## config.mk

```make
export PLATFORM = sky130hd
export DESIGN_NAME = prefetch_unit
export DESIGN_NICKNAME = d
export VERILOG_FILES = /design/src/rtl/prefetch_unit_pkg.sv /design/src/rtl/fetch_fifo.sv /design/src/rtl/prefetch_unit.sv
export SDC_FILE = /design/constraint.sdc
export NUM_CORES = 1
export LEC_CHECK = 0
export BUFFER_PORTS_ARGS = -buffer_cell sky130_fd_sc_hd__buf_2
export CORE_ASPECT_RATIO = 0.9
export CORE_MARGIN = 2
export CORE_UTILIZATION = 30
export CTS_CLUSTER_SIZE = 30
export DETAILED_ROUTE_END_ITERATION = 12
export MAX_ROUTING_LAYER = met4
export PLACE_DENSITY = 0.53
export SYNTH_ARGS = -nofsm -noshare
export SYNTH_HDL_FRONTEND = slang
export SYNTH_SLANG_ARGS = --single-unit
```

## constraint.sdc

```tcl
create_clock -name clk -period 7.5 [get_ports clk]
set_clock_uncertainty 0.15 [all_clocks]
set_input_delay 0 -clock clk [delete_from_list [all_inputs] [get_ports clk]]
set_output_delay 0 -clock clk [all_outputs]
set_load 0.02 [all_outputs]
```

## src/rtl/prefetch_unit_pkg.sv

```systemverilog
// Shared defaults and state encoding for the instruction prefetch unit.
package prefetch_unit_pkg;

    localparam int          PFU_ADDR_W   = 64;
    localparam int          PFU_INST_W   = 32;
    localparam int          PFU_DEPTH    = 4;
    localparam logic [63:0] PFU_RESET_PC = 64'h0;

    // RUN: responses are kept; DRAIN: responses belong to a flushed stream.
    localparam logic [0:0]  ST_RUN       = 1'b0;
    localparam logic [0:0]  ST_DRAIN     = 1'b1;

endpackage : prefetch_unit_pkg

```

## src/rtl/fetch_fifo.sv

```systemverilog
// Parametrised synchronous FIFO with flush; head is presented combinationally.
module fetch_fifo #(
    parameter int  WIDTH = 32,
    parameter int  DEPTH = 4,
    localparam int CNT_W = $clog2(DEPTH + 1),
    localparam int PTR_W = $clog2(DEPTH)
) (
    input  logic             clk,
    input  logic             rst,
    input  logic             flush_i,
    input  logic             push_i,
    input  logic [WIDTH-1:0] data_i,
    input  logic             pop_i,
    output logic [WIDTH-1:0] head_o,
    output logic [CNT_W-1:0] count_o
);

    localparam logic [CNT_W-1:0] FULL_CNT = CNT_W'(DEPTH);

    logic [WIDTH-1:0] mem_q [DEPTH];
    logic [PTR_W-1:0] wr_ptr_q, rd_ptr_q;
    logic [CNT_W-1:0] count_q, count_d;
    logic             do_push, do_pop;

    assign do_pop  = pop_i && (count_q != '0);
    assign do_push = push_i && ((count_q != FULL_CNT) || do_pop);

    always_comb begin
        // NOTE: default first so every path assigns count_d and no latch is inferred.
        count_d = count_q;
        case ({do_push, do_pop})
            2'b10:   count_d = count_q + CNT_W'(1);
            2'b01:   count_d = count_q - CNT_W'(1);
            default: count_d = count_q;
        endcase
    end

    // NOTE: storage is deliberately not reset; count/pointers alone define validity.
    always_ff @(posedge clk) begin
        if (do_push) begin
            mem_q[wr_ptr_q] <= data_i;
        end
    end

    // NOTE: sequential state uses non-blocking assignments only.
    always_ff @(posedge clk) begin
        if (rst || flush_i) begin
            wr_ptr_q <= '0;
            rd_ptr_q <= '0;
            count_q  <= '0;
        end else begin
            if (do_push) wr_ptr_q <= wr_ptr_q + PTR_W'(1);
            if (do_pop)  rd_ptr_q <= rd_ptr_q + PTR_W'(1);
            count_q <= count_d;
        end
    end

    assign head_o  = mem_q[rd_ptr_q];
    assign count_o = count_q;

endmodule : fetch_fifo

```

## src/rtl/prefetch_unit.sv

```systemverilog
// Credit-based instruction prefetcher: issues sequential fetches, queues in-order
// responses with their PCs, and discards responses of a stream killed by redirect.
module prefetch_unit
    import prefetch_unit_pkg::*;
#(
    parameter int                ADDR_W   = PFU_ADDR_W,
    parameter int                INST_W   = PFU_INST_W,
    parameter int                DEPTH    = PFU_DEPTH,
    parameter logic [ADDR_W-1:0] RESET_PC = ADDR_W'(PFU_RESET_PC)
) (
    input  logic              clk,
    input  logic              rst,
    input  logic              redirect,
    input  logic [ADDR_W-1:0] redirect_pc,
    output logic              mem_req_valid,
    input  logic              mem_req_ready,
    output logic [ADDR_W-1:0] mem_req_addr,
    input  logic              mem_rsp_valid,
    input  logic [INST_W-1:0] mem_rsp_data,
    output logic              out_valid,
    input  logic              out_ready,
    output logic [ADDR_W-1:0] out_pc,
    output logic [INST_W-1:0] out_inst
);

    localparam int             CNT_W   = $clog2(DEPTH + 1);
    localparam int             ENT_W   = ADDR_W + INST_W;
    localparam logic [CNT_W:0] CREDITS = (CNT_W + 1)'(DEPTH);

    logic [ADDR_W-1:0] fetch_pc_q, fetch_pc_d;
    logic [CNT_W-1:0]  outstanding_q, outstanding_d;
    logic [CNT_W-1:0]  drop_cnt_q, drop_cnt_d;
    logic [0:0]        state_q, state_d;

    logic [CNT_W-1:0]  count, pc_count;
    logic [ADDR_W-1:0] pc_head;
    logic [ENT_W-1:0]  q_head, q_push_data;
    logic              credit_ok, req_fire, rsp_keep, pop;
    logic              pc_empty, pc_push, pc_pop;

    // Queued entries plus in-flight requests never exceed the queue depth.
    assign credit_ok     = ({1'b0, count} + {1'b0, outstanding_q}) < CREDITS;
    assign mem_req_valid = !rst && !redirect && credit_ok;
    assign mem_req_addr  = fetch_pc_q;
    assign req_fire      = mem_req_valid && mem_req_ready;

    assign rsp_keep = mem_rsp_valid && (state_q == ST_RUN) && !redirect && !rst;

    // A zero-latency response overtakes its own PC push: take the PC straight
    // from the request and skip the side-FIFO for that beat.
    assign pc_empty    = (pc_count == '0);
    assign pc_pop      = rsp_keep && !pc_empty;
    assign pc_push     = req_fire && !(rsp_keep && pc_empty);
    assign q_push_data = {(pc_empty ? fetch_pc_q : pc_head), mem_rsp_data};

    assign out_valid = !rst && (count != '0);
    assign pop       = out_valid && out_ready && !redirect;
    assign out_pc    = q_head[ENT_W-1 -: ADDR_W];
    assign out_inst  = q_head[INST_W-1:0];

    always_comb begin
        fetch_pc_d = fetch_pc_q;
        if (redirect) begin
            fetch_pc_d = redirect_pc & ~ADDR_W'(3);
        end else if (req_fire) begin
            fetch_pc_d = fetch_pc_q + ADDR_W'(4);
        end

        outstanding_d = outstanding_q + CNT_W'(req_fire) - CNT_W'(mem_rsp_valid);

        // A response arriving with the redirect is itself stale and consumed now.
        drop_cnt_d = drop_cnt_q;
        if (redirect) begin
            drop_cnt_d = outstanding_q - CNT_W'(mem_rsp_valid);
        end else if (mem_rsp_valid && (state_q == ST_DRAIN)) begin
            drop_cnt_d = drop_cnt_q - CNT_W'(1);
        end

        state_d = (drop_cnt_d != '0) ? ST_DRAIN : ST_RUN;
    end

    always_ff @(posedge clk) begin
        if (rst) begin
            fetch_pc_q    <= RESET_PC;
            outstanding_q <= '0;
            drop_cnt_q    <= '0;
            state_q       <= ST_RUN;
        end else begin
            fetch_pc_q    <= fetch_pc_d;
            outstanding_q <= outstanding_d;
            drop_cnt_q    <= drop_cnt_d;
            state_q       <= state_d;
        end
    end

    fetch_fifo #(
        .WIDTH (ENT_W),
        .DEPTH (DEPTH)
    ) u_inst_q (
        .clk     (clk),
        .rst     (rst),
        .flush_i (redirect),
        .push_i  (rsp_keep),
        .data_i  (q_push_data),
        .pop_i   (pop),
        .head_o  (q_head),
        .count_o (count)
    );

    fetch_fifo #(
        .WIDTH (ADDR_W),
        .DEPTH (DEPTH)
    ) u_pc_q (
        .clk     (clk),
        .rst     (rst),
        .flush_i (redirect),
        .push_i  (pc_push),
        .data_i  (mem_req_addr),
        .pop_i   (pc_pop),
        .head_o  (pc_head),
        .count_o (pc_count)
    );

endmodule : prefetch_unit

```

; ---- Yosys cells after proc, flatten, opt, wreduce, memory -nomap -nowiden
; Memories as Yosys holds them, arrays and structs flattened. A register that Yosys moved wholly into a read port is not among the register bits.
; Index checks and enable logic that the tools add are counted.
[word_totals]
word_cells = 83
output_inout_bits = 162
mem_count = 2
mem_bits_rw = 640
in_bits = 102
reg_bits = 85
[mem_list]
columns = name, words, width, read_ports, rd_clocked_by_memory_dff, write_ports, line
row1 = u_inst_q.mem_q, 4, 96, 1, 1, 1, fetch_fifo.sv:20  ; logic [WIDTH-1:0] mem_q [DEPTH];
row2 = u_pc_q.mem_q, 4, 64, 1, 1, 1, fetch_fifo.sv:20
[classes]
reduce_logical = 32
muxes = 16
n_addsub = 14
order_cmp = 1
n_bitwise = 1
n_eq_ne = 6
[ops]
columns = operator, count
row1 = $mux 64, 3
row2 = $add 64x3->64 const B, 1
row3 = $logic_and 1x1->1, 17
row4 = $pmux 3 s2, 2
row5 = $reduce_bool 3->1, 3
row6 = $sub 3x1->3 const B, 3
row7 = $add 2x1->2 const B, 4
row8 = $mux 2, 4
row9 = $add 3x1->3 const B, 2
row10 = $mux 3, 2
row11 = $ne 3x3->1 const B, 2
row12 = $reduce_bool 2->1, 3
row13 = $sub 3x1->3, 2
row14 = $mux 1, 5
row15 = $add 3x3->4, 1
row16 = $eq 2x1->1 const B, 2
row17 = $eq 2x2->1 const B, 2
row18 = $logic_not 1->1, 4
row19 = $lt 4x3->1 const B, 1
row20 = $add 3x1->3, 1
row21 = $logic_not 3->1, 1
row22 = $logic_or 1x1->1, 3
row23 = $reduce_or 2->1, 1
row24 = $not 1->1, 1

; ---- Longest topological paths before layout
; Gate-level depths: netlist (run 1).
[depth]
word_depth = 10
mapped_depth = 14
depth_no_buf = 11

; ---- Cells and area by module
; From an unflattened synthesis (run 1), not the netlist that was laid out.
[hier_totals]
cells_unflattened = 1583
area_unflattened_um2 = 29107.9
[by_module_without_submodules]
columns = mod, n_inst, area_per_inst_um2, seq_area_each_um2, cells_per_inst
row1 = fetch_fifo (u_inst_q), 1, 14362.5, 11711.2, 557
row2 = fetch_fifo (u_pc_q), 1, 9741.8, 7867.5, 389
row3 = prefetch_unit, 1, 5003.5, 1381.3, 637

; ---- Worst setup path before layout (run 1)
; Ideal clock, no wire load.
[synth_path]
kind = register to register
start = register state_q
end = memory u_inst_q.mem_q[0][0] (netlist bit) (enable)
synth_period_minus_slack_ps = 4080
n_path_buf = 1
stages_incl_launch_ff = 5
required_ps = 6886
setup_time_ps = 464
path_slack_ps = 3420
t_arrival_ps = 3467
cell_sequence = dfxtp_1 > or4b_2 > buf_2 > nor2_4 > and2_1
[synth_between]
elab_chain_cells = 7
[synth_rtl]
columns = item, line
row1 = from (decl), prefetch_unit.sv:33  ; logic [0:0] state_q, state_d;
row2 = from (signal assigned), prefetch_unit.sv:92  ; state_q <= state_d;
row3 = $not 1->1, prefetch_unit.sv:47  ; assign rsp_keep = mem_rsp_valid && (state_q == ST_RUN) && !redirect && !rst;
row4 = $logic_and 1x1->1 (3 in a row), prefetch_unit.sv:47
row5 = $logic_and 1x1->1, fetch_fifo.sv:26  ; assign do_push = push_i && ((count_q != FULL_CNT) || do_pop);
row6 = $mux 1, fetch_fifo.sv:40  ; if (do_push) begin
row7 = $mux 1 (not written as such), fetch_fifo.sv:41  ; mem_q[wr_ptr_q] <= data_i;
row8 = to (decl), fetch_fifo.sv:20
; Every way passes these cells.

; ---- Final worst setup path (run 1)
[layout_path]
start = register outstanding_q[2]
end = memory u_pc_q.mem_q[1][4] (netlist bit) (enable)
[layout_between]
elab_chain_cells = 8
[layout_rtl]
columns = item, line
row1 = from (decl), prefetch_unit.sv:31  ; logic [CNT_W-1:0] outstanding_q, outstanding_d;
row2 = from (signal assigned), prefetch_unit.sv:90  ; outstanding_q <= outstanding_d;
row3 = $add 3x3->4, prefetch_unit.sv:42  ; assign credit_ok = ({1'b0, count} + {1'b0, outstanding_q}) < CREDITS;
row4 = $lt 4x3->1, prefetch_unit.sv:42
row5 = $logic_and 1x1->1, prefetch_unit.sv:43  ; assign mem_req_valid = !rst && !redirect && credit_ok;
row6 = $logic_and 1x1->1, prefetch_unit.sv:45  ; assign req_fire = mem_req_valid && mem_req_ready;
row7 = $logic_and 1x1->1, prefetch_unit.sv:53  ; assign pc_push = req_fire && !(rsp_keep && pc_empty);
row8 = $logic_and 1x1->1, fetch_fifo.sv:26
row9 = $mux 1, fetch_fifo.sv:40
row10 = $mux 1 (not written as such), fetch_fifo.sv:41
row11 = to (decl), fetch_fifo.sv:20
; Every way passes these cells.

==> metrics.md, run 1 <==
| Metric | Value |
|---|---|
| Switching portion of total power | between 20 and 25% |
| Synthesis-stage register bit count | 711 |
| Total CTS buffers | 80 |
| Finish-stage setup viols | 0 |
| Drt drc | 0 |
| Final Hold Fails | 0 |
| PortBufs | roughly 260 |
| Clk pwr share | between 40% and 50% |
| Slew Viols, Final | 0 |
| TritonRoute pass-1 iters | 5 |
| Nets | slightly above 2000 |
| Post-synthesis cell area | ~28000 µm² |
| Routed Wire Length | ~76000 µm |
| Grt ovf | 0 |
| Via count | between 15000 and 20000 |
| Initial antenna violation count | 4 |
| Worst-case clock buffer depth | 3 |
| Syn Area/Cell | 18.6 µm² |
| Die Ht | 295 µm |
| Area growth from synthesis to layout | 23.9% |
| Most used DFF post-synth | edfxtp_1 |
| Row cnt | 106 |
| Tightest Hold Check Type | in2reg |
| Die area | slightly below 100000 µm² |
| Vias in the first global route | ~16000 |
| Layout cells sized above 1 | around a third |
| VDD IR-drop max | around 140 µV |
| Dpl ws | roughly 3200 ps |
| Max Cap Viol | 0 |
| Tmin final | a little over 4000 ps |
| Post-DP HPWL | 47500 µm |
| Sequential Power Share | slightly above 50% |
| Yosys Warn Count | 0 |
| Ys async rst share | 0% |
| Comb pwr share | approximately 5.6% |
| Worst-Skew Late Latency | ~650 ps |
| Clk sinks | ~700 |
| Final period util | between 50% and 60% |
| Sequential-to-total area share from yosys stat | roughly 72% |
| Hold_ws | between 30 and 40 ps |
| Gpl congestion | between 0.8 and 0.9 |
| DIE WIDTH | between 300 and 400 µm |
| Post-CTS Setup Inserts | 0 |
| Crit start category | flop |
| GRT Overall Usage | between 15 and 20% |
| Antenna-violating nets left | 0 |
| Core area | 93200 µm² |
| Synth Instances | approximately 1500 |
| CTS tree | done |
| Critical path capture point type | flop |
| Ports | about 260 |
| Detailed-route vias per instance | 4.87 |
| Largest net degree at the start of global routing | 63 |
| WL per Instance | approximately 23 µm |
| CTS root buf | clkbuf_16 |
| Final worst slack | approximately 3300 ps |
| Post-synth EDFFs | between 600 and 700 |
| Status | finished clean |
| NetSw | 1.99 mW |
| Worst EP required | between 7000 and 8000 ps |
| Worst Tran Pin Value | 1310 ps |
| 1st-iter DRT viols | 1198 |
| Type of the worst setup path | reg2reg |
| H-Tree Depth | 3 |
| Worst EP arrival | 4290 ps |
| Total negative setup slack | 0 ps |
| Synth cell types | 70 |
| Initial core utilization | 30.3% |
| RSZ-0062 raised after global routing | false |
| First-pass GRT wire length | between 100000 and 150000 µm |
| Pwr dens | 252 nW/µm² |
| Max_slew headroom | 12.1% |
| Internal power | a little under 7 mW |
| Clock-pin slew on the worst setup and hold paths | about 60 ps |
| Total leakage power | between 10 and 15 nW |
| Critical path peak fanout | 61 |
| Maximum operating frequency | 241 MHz |
critical path, stage by stage, from the launching register on:
cell and delay (ps):
dfxtp_1 390, ha_1 260, nor3_1 210, and4_1 220, buf_4 320, inv_8 210
a21oi_1 460, and2_2 950, buf_4 540
logic make-up after synthesis:
logic type	after synthesis	synth area share, %
mux	234	15.5
simple gates	281	5.35
other cells	1	0.0133
compound gates	137	3.06
xor+xnor	31	0.960
buf+inv	111	1.82
flops	711	72.4
fa+ha+maj	19	0.920
layer usage:
metal  vias to the layer above  share of wire (%)  GRT usage [%]
met2                       525                 45           23.4
met4                         0                2.1           3.80
li1                       7037                  -              -
met3                       112                7.3           3.82
met5                         -                  0              -
met1                      8216                 46           22.1
timing repair:
action / CTS / global route
endpoints found under the hold margin: 215 / 0
hold buffers: 151 / 0
resized for setup: 0 / 0
power by group through the flow:
stage | Clock, mW | Combinational, mW | Sequential [mW]
CTS | 3.97 | 0.497 | 4.48
finish | 3.86 | 0.492 | 4.48
global route | 4.11 | 0.536 | 4.49
global placement | 0 | 0.427 | 4.55
detailed placement | 0 | 0.433 | 4.56
floorplan | 0 | 0.234 | 4.55
worst paths after layout:
path,start,endpoint,slack (ps),depth (start not counted)
min,redirect_pc[8],mem_req_addr[8]$_SDFFE_PP0P_,30,4
max,outstanding_q[2]$_SDFF_PP0_,u_pc_q.mem_q[1][4]$_DFFE_PP_,3340,8
max reg2reg,outstanding_q[2]$_SDFF_PP0_,u_pc_q.mem_q[1][4]$_DFFE_PP_,3340,8
min reg2reg,u_pc_q.rd_ptr_q[0]$_SDFFE_PP0P_,u_pc_q.rd_ptr_q[0]$_SDFFE_PP0P_,400,2
cells in the final DEF (no fill, tap or decap), types with 11 or more instances in the layout:
cell type      instances
dlygate4sd3_1        151
a21oi_1               39
nand2_1               71
nor2_1                62
nor3_1                12
buf_2                257
xnor2_1               22
a31oi_1               19
clkbuf_16             82
o21ai_0               26
edfxtp_1             624
mux4_2               156
and3_1                14
mux2_2                66
ha_1                  16
clkinv_2              14
inv_1                 25
buf_4                 21
nand3_1               27
clkinv_1              11
mux2i_1               11
clkbuf_1              16
dfxtp_1               83
nand4_1               22
layout make-up:
class,instances,area (µm²)
multi-input cells,706,7330
diodes,1,2.50
inverters,26,105
flip-flops and latches,711,20500
fillers,8629,58200
repair buffers,429,2960
clock buffers,102,2170
clock inverters,43,449
well taps,1242,1550
cells in the mapped netlist, types with 5 or more instances:
| cell | number | area, µm² |
|---|---|---|
| or3_1 | 5 | 31.3 |
| nand2_1 | 71 | 267 |
| xnor2_1 | 22 | 193 |
| o21ai_0 | 26 | 130 |
| a21oi_1 | 39 | 195 |
| dfxtp_1 | 87 | 1740 |
| buf_4 | 6 | 45.0 |
| buf_2 | 23 | 115 |
| mux4_2 | 156 | 3510 |
| inv_1 | 25 | 93.8 |
| edfxtp_1 | 624 | 18700 |
| nand4_1 | 22 | 138 |
| a211oi_1 | 6 | 45.0 |
| nand3_1 | 27 | 135 |
| a21o_1 | 7 | 52.6 |
| and4_1 | 9 | 78.8 |
| a221oi_1 | 5 | 43.8 |
| a31oi_1 | 19 | 119 |
| buf_1 | 9 | 33.8 |
| o22ai_1 | 8 | 50.1 |
| o311ai_0 | 6 | 52.6 |
| clkbuf_1 | 41 | 154 |
| nor2_1 | 62 | 233 |
| and2_1 | 14 | 87.6 |
| mux2i_1 | 11 | 110 |
| mux2_2 | 66 | 743 |
| xor2_1 | 9 | 78.8 |
| a32oi_1 | 7 | 61.3 |
| nor4_1 | 9 | 56.3 |
| ha_1 | 16 | 200 |
| nor3_1 | 13 | 65.1 |
| and3_1 | 14 | 87.6 |
registers in the layout, indices dropped and copies added, names as in the netlist, named ones only:
| signal | cells |
|---|---|
| drop_cnt_q | 3 |
| mem_req_addr | 62 |
| outstanding_q | 3 |
| state_q | 1 |
| u_inst_q.count_o | 3 |
| u_inst_q.mem_q | 376 |
| u_inst_q.rd_ptr_q | 2 |
| u_inst_q.wr_ptr_q | 2 |
| u_pc_q.count_o | 3 |
| u_pc_q.mem_q | 248 |
| u_pc_q.rd_ptr_q | 2 |
| u_pc_q.wr_ptr_q | 2 |
per-stage QoR:
stage	cells	cell area, µm²	util [%]	power (mW)
after floorplan	1528	28300	-	4.78
after global routing	3260	35100	37.6	9.13
final	3260	35100	37.6	8.83
after CTS	3259	35100	37.6	8.94
after detailed placement	2963	30900	33.2	4.99
after global placement	2963	30900	33.2	4.98
Note: power is estimated with default switching activity, not from simulation.
==> run 2, diff against run 1 <==
- ABC_AREA: not set -> 1
- clock period: 7.5 -> 4 ns (I/O delays scaled with it)
==> run 2 against run 1 <==
  * Worst hold slack improved by 2.7 ps
  * Power is 88% higher
  * Highest routed layer unchanged
  * Sequential cell count unchanged
  * Sequential power is 88% higher
  * Largest power group unchanged
  * Worst setup slack got worse by 2500 ps
  * Core utilization decreased by 0.54 points
  * Non-clock buffer count up 2
  * Combinational power increased by 120%
  * Via count rose by 35%
==> metrics.md, run 2 <==
| Metric | Value |
|---|---|
| Total leakage power | 12.7 nW (+7.7%) |
| Clock-pin slew on the worst setup and hold paths | 60 ps (about the same) |
| Via count | 21404 (+35%) |
| Dpl ws | 1300 ps (-1950 ps) |
| Synthesis-stage register bit count | 711 (unchanged) |
| Internal power | 12.8 mW (+87%) |
| Top-area cell type share of the netlist area | 63.2% (-3.0 points) |
| Sequential Power Share | 50.7% (about the same) |
| Max Cap Viol | 0 (unchanged) |
| Finished Core Util | 37.1% (-0.54 points) |
| Pwr dens | 457 nW/µm² (+81%) |
| Type of the worst setup path | reg2reg |
| Row cnt | 109 (+2.8%) |
| Synth top area cells | edfxtp_1, o21ai_0, nor2_1, dfxtp_1, nand2_1 |
| GRT Overall Usage | 17.9% (+2.0 points) |
| Final period util | 79.3% (+24 points) |
| Worst EP required | 4350 ps (-3280 ps) |
| Critical path capture point type | flop |
| Grt ovf | 0 (unchanged) |
| VDD IR-drop max | 295 µV (+110%) |
| Syn Area/Cell | 11.0 µm² (-41%) |
| Core area | 98100 µm² (+5.2%) |
| Layout cells sized above 1 | 14.7% (-18 points) |
| PortBufs | 257 (unchanged) |
| Synth cell types | 41 (-41%) |
| Worst EP arrival | 3520 ps (-770 ps) |
| Final Hold Fails | 0 (unchanged) |
| Top post-synthesis cells by count | edfxtp_1, nor2_1, o21ai_0 |
| Critical path peak fanout | 10 (-84%) |
| Detailed-route vias per instance | 4.88 (about the same) |
| Post-synthesis cell area | 29700 µm² (+4.8%) |
| Yosys Warn Count | 0 (unchanged) |
| Slew Viols, Final | 0 (unchanged) |
| Worst-Skew Late Latency | 640 ps (about the same) |
| 1st-iter DRT viols | 1685 (+41%) |
| Final worst slack | 829 ps (-2510 ps) |
| Drt drc | 0 (unchanged) |
| Clk sinks | 711 (unchanged) |
| Die Ht | 302 µm (+2.3%) |
| Total CTS buffers | 77 (-3.8%) |
| Yosys top cell by area | edfxtp_1 |
| Worst path buffer plus inverter count | 2 (-1) |
| Antenna-violating nets left | 0 (unchanged) |
| Finish-stage setup viols | 0 (unchanged) |
| WL per Instance | 20.6 µm (-11%) |
| Total negative setup slack | 0 ps (unchanged) |
| Final instance area | 36300 µm² (+3.7%) |
| Crit start category | flop |
| Most used DFF post-synth | edfxtp_1 |
| Gpl congestion | 0.984 (+22%) |
| Post-DP HPWL | 57300 µm (+21%) |
| Ys async rst share | 0% (unchanged) |
| Most common cell after layout, fill and taps aside | edfxtp_1 |
| CP cell instances | ha_1, nand3_1, inv_1, nand2_1, nor2_1, nand2_1, xor2_1, a21oi_1, dlygate4sd3_1 |
| Post-CTS Setup Inserts | 0 (unchanged) |
| Synth Instances | 2687 (+76%) |
| Area growth from synthesis to layout | 22.5% |
| Post-synth EDFFs | 624 (unchanged) |
| H-Tree Depth | 3 (unchanged) |
| Slowest stage delay, CP | 560 ps (-390 ps) |
| Initial core utilization | 30.2% (-0.10 points) |
| Most common cell in the netlist | edfxtp_1 |
| Top delay family on crit path | simple AND/OR/NAND/NOR gates |
| Largest net degree at the start of global routing | 125 (+98%) |
| Comb pwr share | 6.5% (+0.9 points) |
| NetSw | 3.81 mW (+92%) |
| Nets | 3174 (+53%) |
| Worst-case clock buffer depth | 3 (unchanged) |
| Most frequent cells in the layout | edfxtp_1, nor2_1, o21ai_0 |
| Vias in the first global route | 19904 (+26%) |
| Switching portion of total power | 23.0% (+0.44 points) |
| Sequential-to-total area share from yosys stat | 69.1% (-3.3 points) |
| TritonRoute pass-1 iters | 6 (+1) |
| CP max-delay cell | dfxtp_1 |
| Hold_buf cts | 139 (-7.9%) |
| Maximum operating frequency | 315 MHz (+31%) |
| Most flop-heavy register | u_inst_q.mem_q |
| Status | finished clean |
| CTS tree | done |
| Final-layout fill cell count | 9665 (+12%) |
| Total power | 16.6 mW (+88%) |
| Worst Tran Pin Value | 1220 ps (-91.2 ps) |
| Tightest Hold Check Type | in2reg |
| First-pass GRT wire length | 130000 µm (+20%) |
| Die area | 101000 µm² (+4.7%) |
| DIE WIDTH | 335 µm (+2.3%) |
| Tmin final | 3170 ps (-987 ps) |
| RSZ-0062 raised after global routing | false |
| Clk pwr share | 42.8% (-0.9 points) |
| Routed Wire Length | 90400 µm (+19%) |
| Max_slew headroom | 17.7% (+5.5 points) |
| CP most frequent cell | nand2_1 |
| Ports | 264 (unchanged) |
| Number of flip-flops in the largest register | 376 (unchanged) |
| Initial antenna violation count | 2 (-2) |
| CTS resizes | 0 (unchanged) |
| Placed standard-cell area | 32400 µm² (+4.9%) |
| CTS root buf | clkbuf_16 |
## run 2: cell count changes in the layout (fill, tap and decap cells not counted), moves of 103 or more
cell	before	now
nor2_1	62	496
o21ai_0	26	429
mux4_2	156	0
o22ai_1	8	144
nand2_1	71	366
inv_1	25	128
## run 2: power by group through the flow
stage | logic [mW] | registers, mW | clock network, mW
floorplan | 0.497 | 8.56 | 0
global placement | 0.961 | 8.56 | 0
finish | 1.08 | 8.41 | 7.11
global route | 1.18 | 8.43 | 7.55
detailed placement | 0.967 | 8.57 | 0
CTS | 1.08 | 8.41 | 7.28
## run 2: final cells by class
type	instances	area [µm²]	share of cell area, %
flip-flops and latches	711	20500	56.4
multi-input cells	1694	8090	22.3
repair buffers	431	3120	8.57
clock buffers	92	2050	5.63
well taps	1276	1600	4.39
inverters	138	527	1.45
clock inverters	47	464	1.28
diodes	1	2.50	0.00689
## run 2: logic make-up after synthesis
| logic type | synth area share [%] |
|---|---|
| flip-flops | 69.1 |
| AND/OR/NAND/NOR | 13.0 |
| other | 0.0126 |
| buffers and inverters | 3.92 |
| multiplexers | 0.0380 |
| XOR/XNOR | 0.886 |
| AO/OA/AOI/OAI | 12.2 |
| adder cells (fa/ha/maj) | 0.878 |
## run 2: through the flow
step / std cells / hold slack [ps]
finish: 4390 / 36.9
global route: 4389 / 29.6
CTS: 4389 / 1.54
detailed placement: 4111 / 70.3
global placement: 4111 / 64.7
floorplan: 2690 / -51.1
## run 2: path summary, 6_finish.rpt
path	to	startpoint	depth (start not counted)	slack, ps
setup / recovery	mem_req_addr[18]$_SDFFE_PP0P_	mem_req_addr[3]$_SDFFE_PP0P_	9	830
hold / removal	u_inst_q.mem_q[1][25]$_DFFE_PP_	mem_rsp_data[25]	2	40
setup reg to reg	mem_req_addr[18]$_SDFFE_PP0P_	mem_req_addr[3]$_SDFFE_PP0P_	9	830
hold reg to reg	flop	u_inst_q.rd_ptr_q[1]$_SDFFE_PP0N_	2	300
## run 2: worst reg2reg max path, stage by stage, from the launching register on
cell and delay, ps:
dfxtp_1 560, ha_1 350, nand3_1 180, inv_1 160
nand2_1 170, nor2_1 430, nand2_1 140, xor2_1 250
a21oi_1 90, dlygate4sd3_1 560
## run 2: per-layer routing
metal | share of wire [%] | track usage [%]
met1 | 46 | 24.5
met2 | 44 | 26.3
met3 | 6.7 | 3.63
met4 | 3.4 | 6.36
met5 | 0 | -
==> run 3, diff against run 2 <==
- clock period: 4 -> 3.3 ns (I/O delays scaled with it)
==> run 3 against run 2 <==
  * Register-to-register slack worse by 610 ps
  * Cell area up 0.56%
  * Die area unchanged
  * Sequential power up 21%
  * Critical path type unchanged
  * Wire length up 0.21%
  * Core utilization up 0.21 points
  * Maximum frequency up 2.8%
  * Global-route usage up 0.19 points
  * Clock-buffer cell count unchanged
==> metrics.md, run 3 (same netlist as run 2, synthesis figures left out) <==
| Metric | Value |
|---|---|
| Dpl ws | 668 ps (-629 ps) |
| Total leakage power | 12.8 nW (+1.1%) |
| Finish-stage setup viols | 0 (unchanged) |
| Most frequent cells in the layout | edfxtp_1, nor2_1, o21ai_0 |
| Routed Wire Length | 90600 µm (+0.21%) |
| Slew Viols, Final | 0 (unchanged) |
| RSZ-0062 raised after global routing | false |
| DIE WIDTH | 335 µm (unchanged) |
| CTS root buf | clkbuf_16 |
| Die Ht | 302 µm (unchanged) |
| Critical path capture point type | flop |
| Largest net degree at the start of global routing | 125 (unchanged) |
| 1st-iter DRT viols | 1531 (-9.1%) |
| Final period util | 93.5% (+14 points) |
| Status | finished clean |
| Die area | 101000 µm² (unchanged) |
| Max_slew headroom | 16.7% (-0.97 points) |
| Final Hold Fails | 0 (unchanged) |
| Final worst slack | 216 ps (-613 ps) |
| Worst EP required | 3720 ps (-630 ps) |
| Grt ovf | 0 (unchanged) |
| Nets | 3210 (+1.1%) |
| Antenna-violating nets left | 0 (unchanged) |
| Layout cells sized above 1 | 15.5% (+0.74 points) |
| CTS tree | done |
| TritonRoute pass-1 iters | 5 (-1) |
| Clock-pin slew on the worst setup and hold paths | 60 ps (about the same) |
| Drt drc | 0 (unchanged) |
| Placed cell count | 4151 (+0.97%) |
| PortBufs | 257 (unchanged) |
| Finished Layout Cells | 4422 (+0.73%) |
| Worst-Skew Late Latency | 630 ps (about the same) |
| VDD IR-drop max | 372 µV (+26%) |
| Worst-case clock buffer depth | 3 (unchanged) |
| Ports | 264 (unchanged) |
| H-Tree Depth | 3 (unchanged) |
| Crit start category | flop |
| Post-DP HPWL | 61300 µm (+7.1%) |
| WL per Instance | 20.5 µm (-0.52%) |
| Most flop-heavy register | u_inst_q.mem_q |
| Area growth from synthesis to layout | 23.2% |
| Initial antenna violation count | 3 (+1) |
| Slowest stage delay, CP | 540 ps (-20 ps) |
| Most common cell after layout, fill and taps aside | edfxtp_1 |
| Tmin final | 3080 ps (-87.1 ps) |
| Worst EP arrival | 3510 ps (about the same) |
| Gpl congestion | 0.922 (-6.3%) |
| CP cell instances | ha_1, inv_1, nand2_2, nor2_4, nand2_4, inv_2, buf_4, nand2_1, xor2_1, a21oi_1, dlygate4sd3_1 |
| Pwr dens | 539 nW/µm² (+18%) |
| Type of the worst setup path | reg2reg |
| GRT Overall Usage | 18.1% (+0.19 points) |
| Tightest Hold Check Type | in2reg |
| Via count | 21372 (-0.15%) |
| Maximum operating frequency | 324 MHz (+2.8%) |
| Initial core utilization | 30.2% (unchanged) |
| Total CTS buffers | 77 (unchanged) |
| Core area | 98100 µm² (unchanged) |
| CTS resizes | 0 (unchanged) |
| Critical path peak fanout | 56 (+46) |
| Clk sinks | 711 (unchanged) |
| Vias in the first global route | 19936 (+0.16%) |
| Number of flip-flops in the largest register | 376 (unchanged) |
| Post-CTS Setup Inserts | 0 (unchanged) |
| Detailed-route vias per instance | 4.83 (-0.87%) |
| Worst Tran Pin Value | 1240 ps (+14.5 ps) |
| CP max-delay cell | buf_4 |
| Max Cap Viol | 0 (unchanged) |
| First-pass GRT wire length | 132000 µm (+1.3%) |
| Row cnt | 109 (unchanged) |
| Antenna cells | 0 (-1) |
run 3: cell count changes in the layout (fill, tap and decap cells not counted), moves of 2 or more:
cell           previous run  this run
buf_4                    21        53
clkinvlp_4                4         1
clkbuf_1                 11        14
clkbuf_8                  2         0
clkinv_2                 15        10
dlygate4sd3_1           139       135
bufinv_16                 8         4
clkinv_1                 15        21
buf_12                   14        22
inv_6                     4         6
run 3: repair_timing:
item                                    in CTS  in global routing
endpoints found under the setup margin       0                  0
hold endpoints to repair                   215                  0
hold buffers                               135                  0
run 3: critical path: cells and delay by family (launching register included):
family,cells,cell delay [ps]
buffers and inverters,4,1240
AND/OR/NAND/NOR,4,580
flip-flops,1,400
adder cells (fa/ha/maj),1,260
XOR/XNOR,1,200
AO/OA/AOI/OAI,1,130
run 3: worst paths after layout:
check	start	to	slack, ps	depth (start not counted)
setup / recovery	outstanding_q[2]$_SDFF_PP0_	mem_req_addr[18]$_SDFFE_PP0P_	220	11
hold / removal	mem_rsp_data[5]	u_inst_q.mem_q[3][5]$_DFFE_PP_	40	2
setup reg to reg	outstanding_q[2]$_SDFF_PP0_	mem_req_addr[18]$_SDFFE_PP0P_	220	11
hold reg to reg	u_inst_q.rd_ptr_q[1]$_SDFFE_PP0N_	flop	310	2
run 3: per-layer routing:
layer	up-vias	routed length [µm]	global-route usage [%]	share of wire [%]
met2	628	40000	27.0	44
met1	10315	41700	24.7	46
met3	146	6300	3.95	7.0
li1	10283	-	-	-
met5	-	0	-	0
met4	0	2600	5.19	2.9
run 3: area by class of cell:
class | count | area [µm²]
fill | 9625 | 61500
sequential | 711 | 20500
clock buffer | 92 | 2000
timing repair buffer | 467 | 3480
inverter | 138 | 527
clock inverter | 44 | 353
tap | 1276 | 1600
multi-input combinational | 1694 | 8090
run 3: metrics by stage:
step                      utilization (%)  power (mW)  hold WS (ps)  TNS [ps]  area, µm²
final                                37.3        19.7          37.4         0      36500
after CTS                            37.3        19.9          2.38         0      36500
after floorplan                         -        11.0         -51.1   -207180      29700
after global routing                 37.3        20.4          13.5         0      36500
after detailed placement             33.5        11.6          69.7         0      32800
after global placement               33.5        11.6          65.6         0      32800
run 3: power by group:
| group | switching, mW | internal (mW) | leakage (nW) |
|---|---|---|---|
| combinational | 0.895 | 0.456 | 5.26 |
| clock | 3.51 | 4.65 | 1.15 |
| sequential | 0.161 | 10.0 | 6.44 |
